<file path="src/rtl/arb_pkg.sv">
// Shared definitions for the arbiter grant stage: FSM state codes, the default
// lock-tenure bound and a one-hot to binary index helper.
// Optional feature macro used by the grant stage: ARB_HOLD_LIMIT_EN.
package arb_pkg;

   // Default bound on how many cycles a locked owner may keep the grant.
   localparam int ARB_MAX_HOLD_DEFAULT = 16;

   // State codes as plain constants so legacy code can compare against them directly.
   localparam logic [1:0] ST_ARB = 2'd0;
   localparam logic [1:0] ST_OWN = 2'd1;
   localparam logic [1:0] ST_REL = 2'd2;

   // Named view of the same encoding, handy for debug and waveform decoding.
   typedef enum logic [1:0] {
      ARB = ST_ARB,
      OWN = ST_OWN,
      REL = ST_REL
   } arb_state_e;

   // OR together the indices of all set bits; exact for one-hot or all-zero input.
   function automatic int unsigned onehot_to_idx(input logic [31:0] vec);
      int unsigned idx;
      idx = 0;
      for (int i = 0; i < 32; i++) begin
         if (vec[i]) idx = idx | i;
      end
      return idx;
   endfunction

endpackage

</file>
<file path="src/rtl/onehot_mask_pick.sv">
// Combinational lowest-set-bit picker: output has only the lowest set bit of
// the input, or is all-zero when the input is all-zero.
module onehot_mask_pick
   import arb_pkg::*;
#(
   parameter int N_REQ = 4
) (
   input  logic [N_REQ-1:0] bits,
   output logic [N_REQ-1:0] lowest
);

   // Two's complement isolates the lowest set bit.
   assign lowest = bits & (~bits + N_REQ'(1));

endmodule

</file>
<file path="src/rtl/arb_grant_sequencer.sv">
// Registered grant stage for the shared-bus arbiter. Picks one requesting
// master with round-robin priority, holds the grant until the bus reports the
// transfer done (or the owner abandons it), and inserts one idle cycle between
// owners. Lock lets an owner keep the bus across several transfers.
// Optional feature macro: ARB_HOLD_LIMIT_EN bounds lock tenure to MAX_HOLD
// cycles and pulses hold_expired when the bound forces a release.
module arb_grant_sequencer
   import arb_pkg::*;
#(
   parameter int N_REQ    = 4,
   parameter int MAX_HOLD = ARB_MAX_HOLD_DEFAULT,
   parameter int W_IDX    = $clog2(N_REQ)
) (
   input  logic             clk,
   input  logic             rst,
   input  logic [N_REQ-1:0] req,
   input  logic [N_REQ-1:0] lock,
   input  logic             done,
   output logic [N_REQ-1:0] gnt,
   output logic             gnt_valid,
   output logic [W_IDX-1:0] gnt_idx,
   output logic             hold_expired
);

   if (N_REQ < 2 || MAX_HOLD < 2) begin : g_param_check
      $error("arb_grant_sequencer: N_REQ and MAX_HOLD must both be >= 2");
   end

   logic [1:0]       state;
   logic [N_REQ-1:0] mask;
   logic [N_REQ-1:0] masked;
   logic [N_REQ-1:0] cand;
   logic [N_REQ-1:0] pick;
   logic [N_REQ-1:0] pick_mask;
   logic             own_lock;
   logic             own_req;
   logic             expire_now;
   logic             release_now;

   // Prefer masters above the previous owner; fall back to all requesters
   // when none remain above it (round-robin wrap-around).
   assign masked    = req & ~mask;
   assign cand      = (|masked) ? masked : req;
   assign pick_mask = pick | (pick - N_REQ'(1));

   onehot_mask_pick #(.N_REQ(N_REQ)) u_pick (
      .bits   (cand),
      .lowest (pick)
   );

   assign own_lock = |(lock & gnt);
   assign own_req  = |(req & gnt);

   // Owner leaves on an unlocked done, on forced expiry, or when it drops its
   // request while idle and unlocked.
   assign release_now = (state == ST_OWN) &&
                        ((done && !own_lock) || expire_now ||
                         (!done && !own_req && !own_lock));

`ifdef ARB_HOLD_LIMIT_EN
   localparam int CNT_W = $clog2(MAX_HOLD + 1);

   logic [CNT_W-1:0] cnt;

   assign expire_now = (state == ST_OWN) && done && own_lock &&
                       (cnt >= CNT_W'(MAX_HOLD - 1));

   // Tenure counter: zero outside ownership, saturating count while owning;
   // hold_expired marks the first release cycle after a forced drop.
   always_ff @(posedge clk) begin
      if (rst) begin
         cnt          <= '0;
         hold_expired <= 1'b0;
      end else begin
         hold_expired <= expire_now;
         if (state != ST_OWN)
            cnt <= '0;
         else if (cnt != CNT_W'(MAX_HOLD))
            cnt <= cnt + CNT_W'(1);
      end
   end
`else
   assign expire_now   = 1'b0;
   assign hold_expired = 1'b0;
`endif

   // Grant FSM: arbitrate, own, release. The release cycle also arbitrates so
   // the bus sees exactly one idle cycle between owners.
   always_ff @(posedge clk) begin
      // NOTE: state registers use non-blocking assignments so every flop
      // samples the pre-edge values and ordering inside the block is irrelevant.
      if (rst) begin
         state     <= ST_ARB;
         gnt       <= '0;
         gnt_valid <= 1'b0;
         gnt_idx   <= '0;
         mask      <= '0;
      end else begin
         case (state)
            ST_ARB, ST_REL: begin
               if (|req) begin
                  state     <= ST_OWN;
                  gnt       <= pick;
                  gnt_valid <= 1'b1;
                  gnt_idx   <= W_IDX'(onehot_to_idx(32'(pick)));
                  mask      <= pick_mask;
               end else begin
                  state <= ST_ARB;
               end
            end
            ST_OWN: begin
               if (release_now) begin
                  state     <= ST_REL;
                  gnt       <= '0;
                  gnt_valid <= 1'b0;
                  gnt_idx   <= '0;
               end
            end
            default: state <= ST_ARB;
         endcase
      end
   end

endmodule

</file>
<file path="config.mk">
export PLATFORM = sky130hd
export DESIGN_NAME = arb_grant_sequencer
export DESIGN_NICKNAME = d
export VERILOG_FILES = /design/src/rtl/arb_pkg.sv /design/src/rtl/onehot_mask_pick.sv /design/src/rtl/arb_grant_sequencer.sv
export SDC_FILE = /design/constraint.sdc
export NUM_CORES = 1
export LEC_CHECK = 0
export CORE_MARGIN = 5
export CORE_UTILIZATION = 44
export CTS_CLUSTER_SIZE = 16
export DETAILED_ROUTE_END_ITERATION = 10
export PLACE_DENSITY_LB_ADDON = 0.05
export SYNTH_ARGS = -nofsm -noshare
export SYNTH_HDL_FRONTEND = slang
export SYNTH_SLANG_ARGS = --single-unit
</file>
<file path="constraint.sdc">
create_clock -name clk -period 2.05 [get_ports clk]
set_clock_uncertainty 0.2 [all_clocks]
set_input_delay 0.5125 -clock clk [delete_from_list [all_inputs] [get_ports clk]]
set_output_delay 0.5125 -clock clk [all_outputs]
set_load 0.05 [all_outputs]
</file>
* Yosys cells after proc, flatten, opt, wreduce, memory -nomap -nowiden
Cells that the tools add are included.
Storage, ports and cells: register bits 13, word-level logic and storage cells 51, output and inout bits 8, bits of input ports 11
Cells by class: bitwise gates (word level) 7, mux-type cells 16, reductions and logical operators 17, equal/unequal tests 4, add/sub/neg operators 2
Operators by type and width (number):
- $and 4x4->4 | 4
- $reduce_or 4->1 | 4
- $mux 4 | 3
- $mux 2 | 5
- $not 4->4 | 2
- $pmux 2 s2 | 2
- $pmux 4 s2 | 1
- $add 4x1->4 const B | 1
- $logic_and 1x1->1 | 4
- $mux 1 | 4
- $ne 2x2->1 const B | 2
- $or 4x4->4 | 1
- $sub 4x1->4 const B | 1
- $logic_not 1->1 | 3
- $reduce_and 3->1 | 1
- $eq 2x1->1 const B | 1
- $eq 2x2->1 const B | 1
- $logic_not 2->1 | 1
- $pmux 1 s2 | 1
- $reduce_and 2->1 | 1
- $reduce_bool 2->1 | 1
- $reduce_or 2->1 | 1
- $logic_or 1x1->1 | 1

* Depth between registers and ports, before layout
Gate-level depths: netlist of the first run.
word-level depth 12, mapped depth 4, gate-level depth less buffers 4

* Hierarchy
Synthesis of the first run repeated with hierarchy kept, for this count alone.
Second synthesis, totals: cell total of the unflattened synthesis 77, area total of the unflattened synthesis 700.7 µm²
By module, submodules not included:
- arb_grant_sequencer | times used 1, cells each 73, sequential area each 260.2 µm², area an instance 664.4 µm²
- onehot_mask_pick | times used 1, cells each 4, sequential area each 0.0 µm², area an instance 36.3 µm²

* Worst setup path after synthesis of the first run
No wires, ideal clock.
kind input -> register, from input req[0], to register gnt[1], data required time 1.789 ns, path slack 0.241 ns, stages 4, arrival 1.548 ns, path buffers 0, cell sequence or4_4 > a21oi_4 > o41a_4 > a32o_2
On the way: cells in the longest elaborated chain, start to end 9
Ends and longest elaborated chain:
- start, declared | line arb_grant_sequencer.sv:16 | input logic [N_REQ-1:0] req,
- branches (longest 9 deep; another with $add 4x1->4)
- end signal, assigned | line arb_grant_sequencer.sv:103 | gnt <= pick;
- end, declared | line arb_grant_sequencer.sv:19 | output logic [N_REQ-1:0] gnt,
Several ways; the timed one is not identified. The select of a mux whose other input is x is not followed. A chain may end at the register's enable or synchronous reset.

* Worst setup path in the final report of the first run
from input req[0], to register gnt[3]
The elaborated chain is that of the path after synthesis.

==> summary.txt, run 1 <==
Power and ir drop
  • Gate power share: between 30% and 40%
  • Int Pwr: roughly 0.44 mW
  • Sw Pwr: approximately 0.22 mW
  • Pwr/cell area: 698.1 mW/mm^2
  • Sw frac: 33.23%
  • Sequential share of power: approximately 45%
  • Max VDD drop: slightly above 500 uV
  • LEAKAGE: 0.4134 nW
  • Clock power frac: about a quarter

STA
  • Crit path setup slack, layout: roughly 130 ps
  • FMAX: approximately 520 MHz
  • Minimum clock period: between 1500 and 2000 ps
  • Final Cycle Share: 93.43%
  • Max-slew violation count: 0
  • Hold Fails Final Rpt: 0
  • Final Setup Violations: 0
  • RSZ-0062 raised after global routing: no

Final layout
  • P&R area growth vs syn: 47.00%
  • Fin cells: roughly 120
  • Proportion of layout cells with a drive suffix above 1: between 30% and 40%
  • # diodes: 0
  • Most frequent cells in the layout: 19 x buf_4, 13 x dfxtp_1, 7 x nand2_1
  • Fill cell count: 113
  • Final #Nets: 116
  • Most common cell after layout, fill and taps aside: buf_4

Floorplan
  • I/O pin cnt: 19
  • Die Y: 48.34 um
  • Std cell rows: 13
  • Die ar.: 0.002337 sq mm
  • Core Area: between 0.001 and 0.0015 sq mm
  • Die Wd: 48.34 um
  • Initial core utilization: 47.91%

Clocking
  • CTS Buf Count: 3
  • Htree depth: 1
  • Clock latency at the later pin of the worst-skew pair: 270 ps
  • Cell chosen for the clock root: clkbuf_4
  • CTS tree: done
  • Clk sinks: 13
  • CTS clk-pin slew, worst paths: around 80 ps
  • Max clock buf depth: 2

Run status
  • Run status: finished, final reports clean

Global routing
  • GRT Total Usage: 15.65%
  • First-pass GRT wire length: 2.994 mm
  • Vias in the first global route: 683
  • Gr ovfl total: 0
  • Largest net degree at the start of global routing: 9
  • Initial antenna violation count: 0

Place
  • Placement Setup Slack: -359.7 ps
  • Post-DP HPWL: 1.347 mm
  • Port Buffers: 17
  • Placed Instances: 115
  • Placer Congestion: 0.8040

Routing
  • 1st-pass router iterations: 4
  • Avg Vias per Cell: 5.496
  • DR DRC count: 0
  • DRT Wirelength: 1.693 mm
  • Post-DRT Antenna Nets: 0
  • Routed length per instance: approximately 14 um
  • Total number of vias: 654
  • Starting DRT DRC Count: 7

Critical path
  • Arr. time, crit path: 1920 ps
  • Max incr delay on CP: a little under 600 ps
  • Worst Path Required: 2060 ps
  • R2R depth: 4
  • Crit path launch type: primary input
  • CP max FO: 8
  • Critical-path cell list: dlygate4sd2_1, or4_4, a21oi_4, o41a_4, o2bb2ai_1
  • Crit path from: req[0]
  • Crit Path Class: in2reg
  • Crit. End Element: register
  • Startpoint of the worst-slack reg-to-reg timing path: gnt[0]$_SDFFE_PP0P_
  • Slowest stage cell, crit path: or4_4

Synth
  • Seq/Total Area, Yosys: 40.23%
  • FF+latch count, synth: 13
  • Syn_nets: 83
  • Synthesized netlist cell count: 72
  • Synthesized cell area: roughly 650 sq um
  • Synth cell types: 28
  • Synthesized area per cell: between 8 and 9 sq um
  • Yosys warns: 0

Min path
  • Worst hold start: mask[2]$_SDFFE_PP0P_
  • Hold Path Class: reg2reg
  • Hold path cells: 2

Flow run
  • Max-Cap Viols: 0
==> routing by layer <==
| metal | routed length [um] | GRT usage, % | vias up |
|---|---|---|---|
| met2 | 744 | 24.13 | 21 |
| met4 | 34 | 9.677 | 0 |
| met3 | 86 | 2.752 | 4 |
| li1 | - | - | 333 |
| met1 | 828 | 19.82 | 296 |
| met5 | 0 | 0 | - |
==> synthesized netlist by cell type (all sizes together) <==
library cell | instances | area [sq um]
dfxtp | 13 | 260.3
nand2 | 7 | 26.28
nor2 | 6 | 22.52
a22oi | 4 | 30.03
nand2b | 4 | 25.02
nor2b | 4 | 25.02
o21ai | 4 | 20.02
o2bb2ai | 4 | 35.03
a21oi | 3 | 26.28
a21bo | 2 | 20.02
a21boi | 2 | 15.01
inv | 2 | 7.510
nand3 | 2 | 10.01
nor3 | 2 | 10.01
nor4 | 2 | 12.51
a31oi | 1 | 6.260
a32o | 1 | 11.26
a32oi | 1 | 8.760
a41oi | 1 | 8.760
buf | 1 | 7.510
conb | 1 | 3.750
o2111ai | 1 | 8.760
o22ai | 1 | 6.260
o41a | 1 | 21.27
or2b | 1 | 7.510
or4 | 1 | 11.26
==> worst max-delay path: cells and delay by family <==
family | cells | cell delay [ps]
and+or+nand+nor | 1 | 590
AOI/OAI and AO/OA | 3 | 510
buffers and inverters | 1 | 300
==> power by group through the flow <==
stage                     Combinational, mW  Sequential (mW)  Clock, mW
final                                 0.212            0.295      0.157
after global routing                  0.229            0.299      0.176
after CTS                             0.207            0.295      0.163
after detailed placement              0.207            0.301          0
after global placement                0.205            0.300          0
after floorplan                      0.0794            0.338          0
==> logic make-up (layout without fill, tap and decap cells) <==
family | after synthesis | in the layout | share of synthesized area (%)
compound gates | 26 | 26 | 33.66
buf+inv | 3 | 35 | 2.322
flops | 13 | 13 | 40.23
other cells | 1 | 1 | 0.5797
simple gates | 29 | 29 | 23.21
==> through the flow <==
step,hold WS (ps),area [sq um],utilization (%),power [mW],TNS (ps)
after global placement,242.8,900.9,66.73,0.5045,-3260
after CTS,258.2,924.6,68.49,0.6647,0
final,255.7,950.9,70.44,0.6638,0
after global routing,279.3,950.9,70.44,0.7043,0
after detailed placement,245.6,900.9,66.73,0.5080,-3482
after floorplan,230.9,646.9,-,0.4175,0
==> registers in the layout (all words and copies together) (netlist names) <==
signal and count:
gnt 4, gnt_idx 2, gnt_valid 1, mask 4
state 2
==> final cells by class <==
type                       instances  area (sq um)  area share, %
tap                               15         18.77          1.974
timing repair buffer              29         245.2          25.79
sequential                        13         260.3          27.37
clock buffer                       4         26.28          2.763
multi-input combinational         56         392.9          41.32
inverter                           2         7.507         0.7895
==> final timing paths <==
check	to	slack, ps
worst min-delay path	mask[2]$_SDFFE_PP0P_	260
worst max register to register	gnt[1]$_SDFFE_PP0P_	390
worst min register to register	mask[2]$_SDFFE_PP0P_	260
worst max-delay path	gnt[3]$_SDFFE_PP0P_	130
==> repair_timing <==
action | CTS | global route
hold buffers | 0 | 0
setup buffers | 0 | 0
pin swaps | 1 | 1
setup endpoints to repair | 8 | 10
gates resized for setup | 2 | 6
Power figures use the tool's default switching activity.
==> inputs of run 2 (changes only) <==
CORE_MARGIN = 4   (was 5)
CTS_CLUSTER_SIZE = 30   (was 16)
==> run 2 against run 1 <==
  * Sequential share of layout area shrank 0.18 points
  * Maximum frequency decreased by 5.3%
  * First-iteration DRC count shrank 14%
  * Hold slack improved by 11 ps
  * Critical path depth unchanged
  * Non-clock buffer count up 2
  * Via count is 0.92% higher
  * Design area rose by 0.66%
  * Routed wire length decreased by 1.7%
  * Flip-flop and latch count unchanged
  * Die area shrank 8.1%
  * Critical endpoint unchanged
  * Largest cell class unchanged
==> summary.txt, run 2 (synthesis gave the netlist of run 1 again) <==
Floorplan
  • Core Area: 0.001350 sq mm (unchanged)
  • I/O pin cnt: 19 (unchanged)
  • Initial core utilization: 47.91% (unchanged)
  • Die ar.: 0.002147 sq mm (was 0.002337 sq mm)
  • Die Y: 46.34 um (was 48.34 um)
  • Die Wd: 46.34 um (was 48.34 um)
  • Std cell rows: 13 (unchanged)

Routing
  • 1st-pass router iterations: 4 (unchanged)
  • Starting DRT DRC Count: 6 (was 7)
  • Routed length per instance: 13.75 um (was 14.23 um)
  • DR DRC count: 0 (unchanged)
  • DRT Wirelength: 1.664 mm (was 1.693 mm)
  • Post-DRT Antenna Nets: 0 (unchanged)
  • Total number of vias: 660 (was 654)
  • Avg Vias per Cell: 5.455 (was 5.496)

Run status
  • Run status: finished, final reports clean (unchanged)

Global routing
  • First-pass GRT wire length: 2.718 mm (was 2.994 mm)
  • Largest net degree at the start of global routing: 9 (unchanged)
  • GRT Total Usage: 17.81% (was 15.65%)
  • Gr ovfl total: 0 (unchanged)
  • Initial antenna violation count: 0 (unchanged)
  • Vias in the first global route: 644 (was 683)

STA
  • Max-slew violation count: 0 (unchanged)
  • FMAX: 494.4 MHz (was 522.1 MHz)
  • Post-route setup TNS: 0 ps (unchanged)
  • Final Cycle Share: 98.66% (was 93.43%)
  • Hold Fails Final Rpt: 0 (unchanged)
  • Crit path setup slack, layout: 27.51 ps (was 134.7 ps)
  • Final Setup Violations: 0 (unchanged)
  • Minimum clock period: 2022 ps (was 1915 ps)

Place
  • Post-DP HPWL: 1.257 mm (was 1.347 mm)
  • Port Buffers: 17 (unchanged)
  • Placer Congestion: 0.7931 (was 0.8040)
  • Placement Setup Slack: -387.7 ps (was -359.7 ps)

Power and ir drop
  • Pwr/cell area: 699.6 mW/mm^2 (was 698.1 mW/mm^2)
  • Int Pwr: 0.4462 mW (was 0.4432 mW)
  • Clock power frac: 23.9% (was 23.6%)
  • Sw Pwr: 0.2235 mW (was 0.2206 mW)
  • Max VDD drop: 462.2 uV (was 516.6 uV)
  • LEAKAGE: 0.4134 nW (about the same)
  • Sw frac: 33.37% (was 33.23%)
  • Sequential share of power: 44.2% (was 44.5%)
  • Gate power share: 31.9% (about the same)

Final layout
  • Most frequent cells in the layout: 21 x buf_4, 13 x dfxtp_1, 7 x nand2_1, 7 x clkdlybuf4s50_1, 6 x nor2_1 (was 19 x buf_4, 13 x dfxtp_1, 7 x nand2_1)
  • Proportion of layout cells with a drive suffix above 1: 31.13% (was 30.77%)
  • # diodes: 0 (unchanged)
  • P&R area growth vs syn: 47.97% (was 47.00%)
  • Largest regs: gnt: 4 flops, mask: 4 flops (unchanged)
  • Final #Nets: 118 (was 116)
  • Most common cell after layout, fill and taps aside: buf_4 (unchanged)

Clocking
  • Clock latency at the later pin of the worst-skew pair: 280 ps (was 270 ps)
  • Cell chosen for the clock root: clkbuf_4 (unchanged)
  • Htree depth: 1 (unchanged)
  • CTS clk-pin slew, worst paths: 80 ps (about the same)
  • Max clock buf depth: 2 (unchanged)
  • Clk sinks: 13 (unchanged)
  • CTS tree: done (unchanged)
  • CTS Buf Count: 3 (unchanged)

Critical path
  • Max incr delay on CP: 540 ps (was 590 ps)
  • Worst Path Required: 2060 ps (about the same)
  • CP max FO: 5 (was 8)
  • Crit path launch type: primary input (unchanged)
  • Arr. time, crit path: 2030 ps (was 1920 ps)
  • Critical-path cell list: clkdlybuf4s50_1, or4_4, a21oi_4, o41a_4, o2bb2ai_1 (was dlygate4sd2_1, or4_4, a21oi_4, o41a_4, o2bb2ai_1)
  • R2R depth: 4 (unchanged)
  • Crit. End Element: register (unchanged)
  • Slowest stage cell, crit path: or4_4 (unchanged)
  • Crit Path Class: in2reg (unchanged)

Min path
  • Hold Path Class: reg2reg (unchanged)
  • Hold path cells: 2 (unchanged)

Flow run
  • Max-Cap Viols: 0 (unchanged)
-- run 2: power by group through the flow --
stage	clock network, mW	logic [mW]	registers, mW
2_1_floorplan	0	0.0794	0.338
3_3_place_gp	0	0.208	0.300
3_5_place_dp	0	0.209	0.300
4_1_cts	0.165	0.210	0.295
5_1_grt	0.175	0.231	0.299
6_report	0.160	0.214	0.296
-- run 2: metal layers --
metal | vias up | wire length, um | track usage (%)
met1 | 299 | 773 | 20.61
met4 | 0 | 10 | 6.250
met5 | - | 0 | 0
li1 | 342 | - | -
met3 | 2 | 103 | 5.859
met2 | 17 | 777 | 30.22
-- run 2: layout make-up --
class                           instances  area [sq um]
Clock buffer                            4         26.28
Fill cell                             112         392.9
Inverter                                2         7.507
Multi-Input combinational cell         56         386.6
Sequential cell                        13         260.3
Tap cell                               15         18.77
Timing Repair Buffer                   31         257.7
-- run 2: per-stage QoR --
stage / std cells / hold WS (ps) / instance area, sq um / power (mW) / util, %
2_1_floorplan: 72 / 230.9 / 646.9 / 0.4175 / -
4_1_cts: 120 / 266.2 / 932.1 / 0.6690 / 69.05
3_5_place_dp: 116 / 247.5 / 908.4 / 0.5090 / 67.28
6_report: 121 / 266.6 / 957.2 / 0.6697 / 70.90
3_3_place_gp: 116 / 241.2 / 908.4 / 0.5074 / 67.28
5_1_grt: 121 / 280.0 / 957.2 / 0.7044 / 70.90
-- run 2: final timing paths --
path,start,to,slack [ps]
max,req[3],gnt[3]$_SDFFE_PP0P_,30
min,mask[2]$_SDFFE_PP0P_,mask[2]$_SDFFE_PP0P_,270
max reg2reg,gnt[0]$_SDFFE_PP0P_,gnt[1]$_SDFFE_PP0P_,380
min reg2reg,mask[2]$_SDFFE_PP0P_,mask[2]$_SDFFE_PP0P_,270
-- run 2: timing repair --
item,4_1_cts,5_1_grt
endpoints found under the setup margin,10,10
pin swaps,2,2
resized for setup,2,5
buffers inserted,0,1
hold buffers,0,0
-- run 2: worst max-delay path, delay by kind of cell --
family,cells,cell delay (ps)
buf+inv,1,490
simple gates,1,540
compound gates,3,480
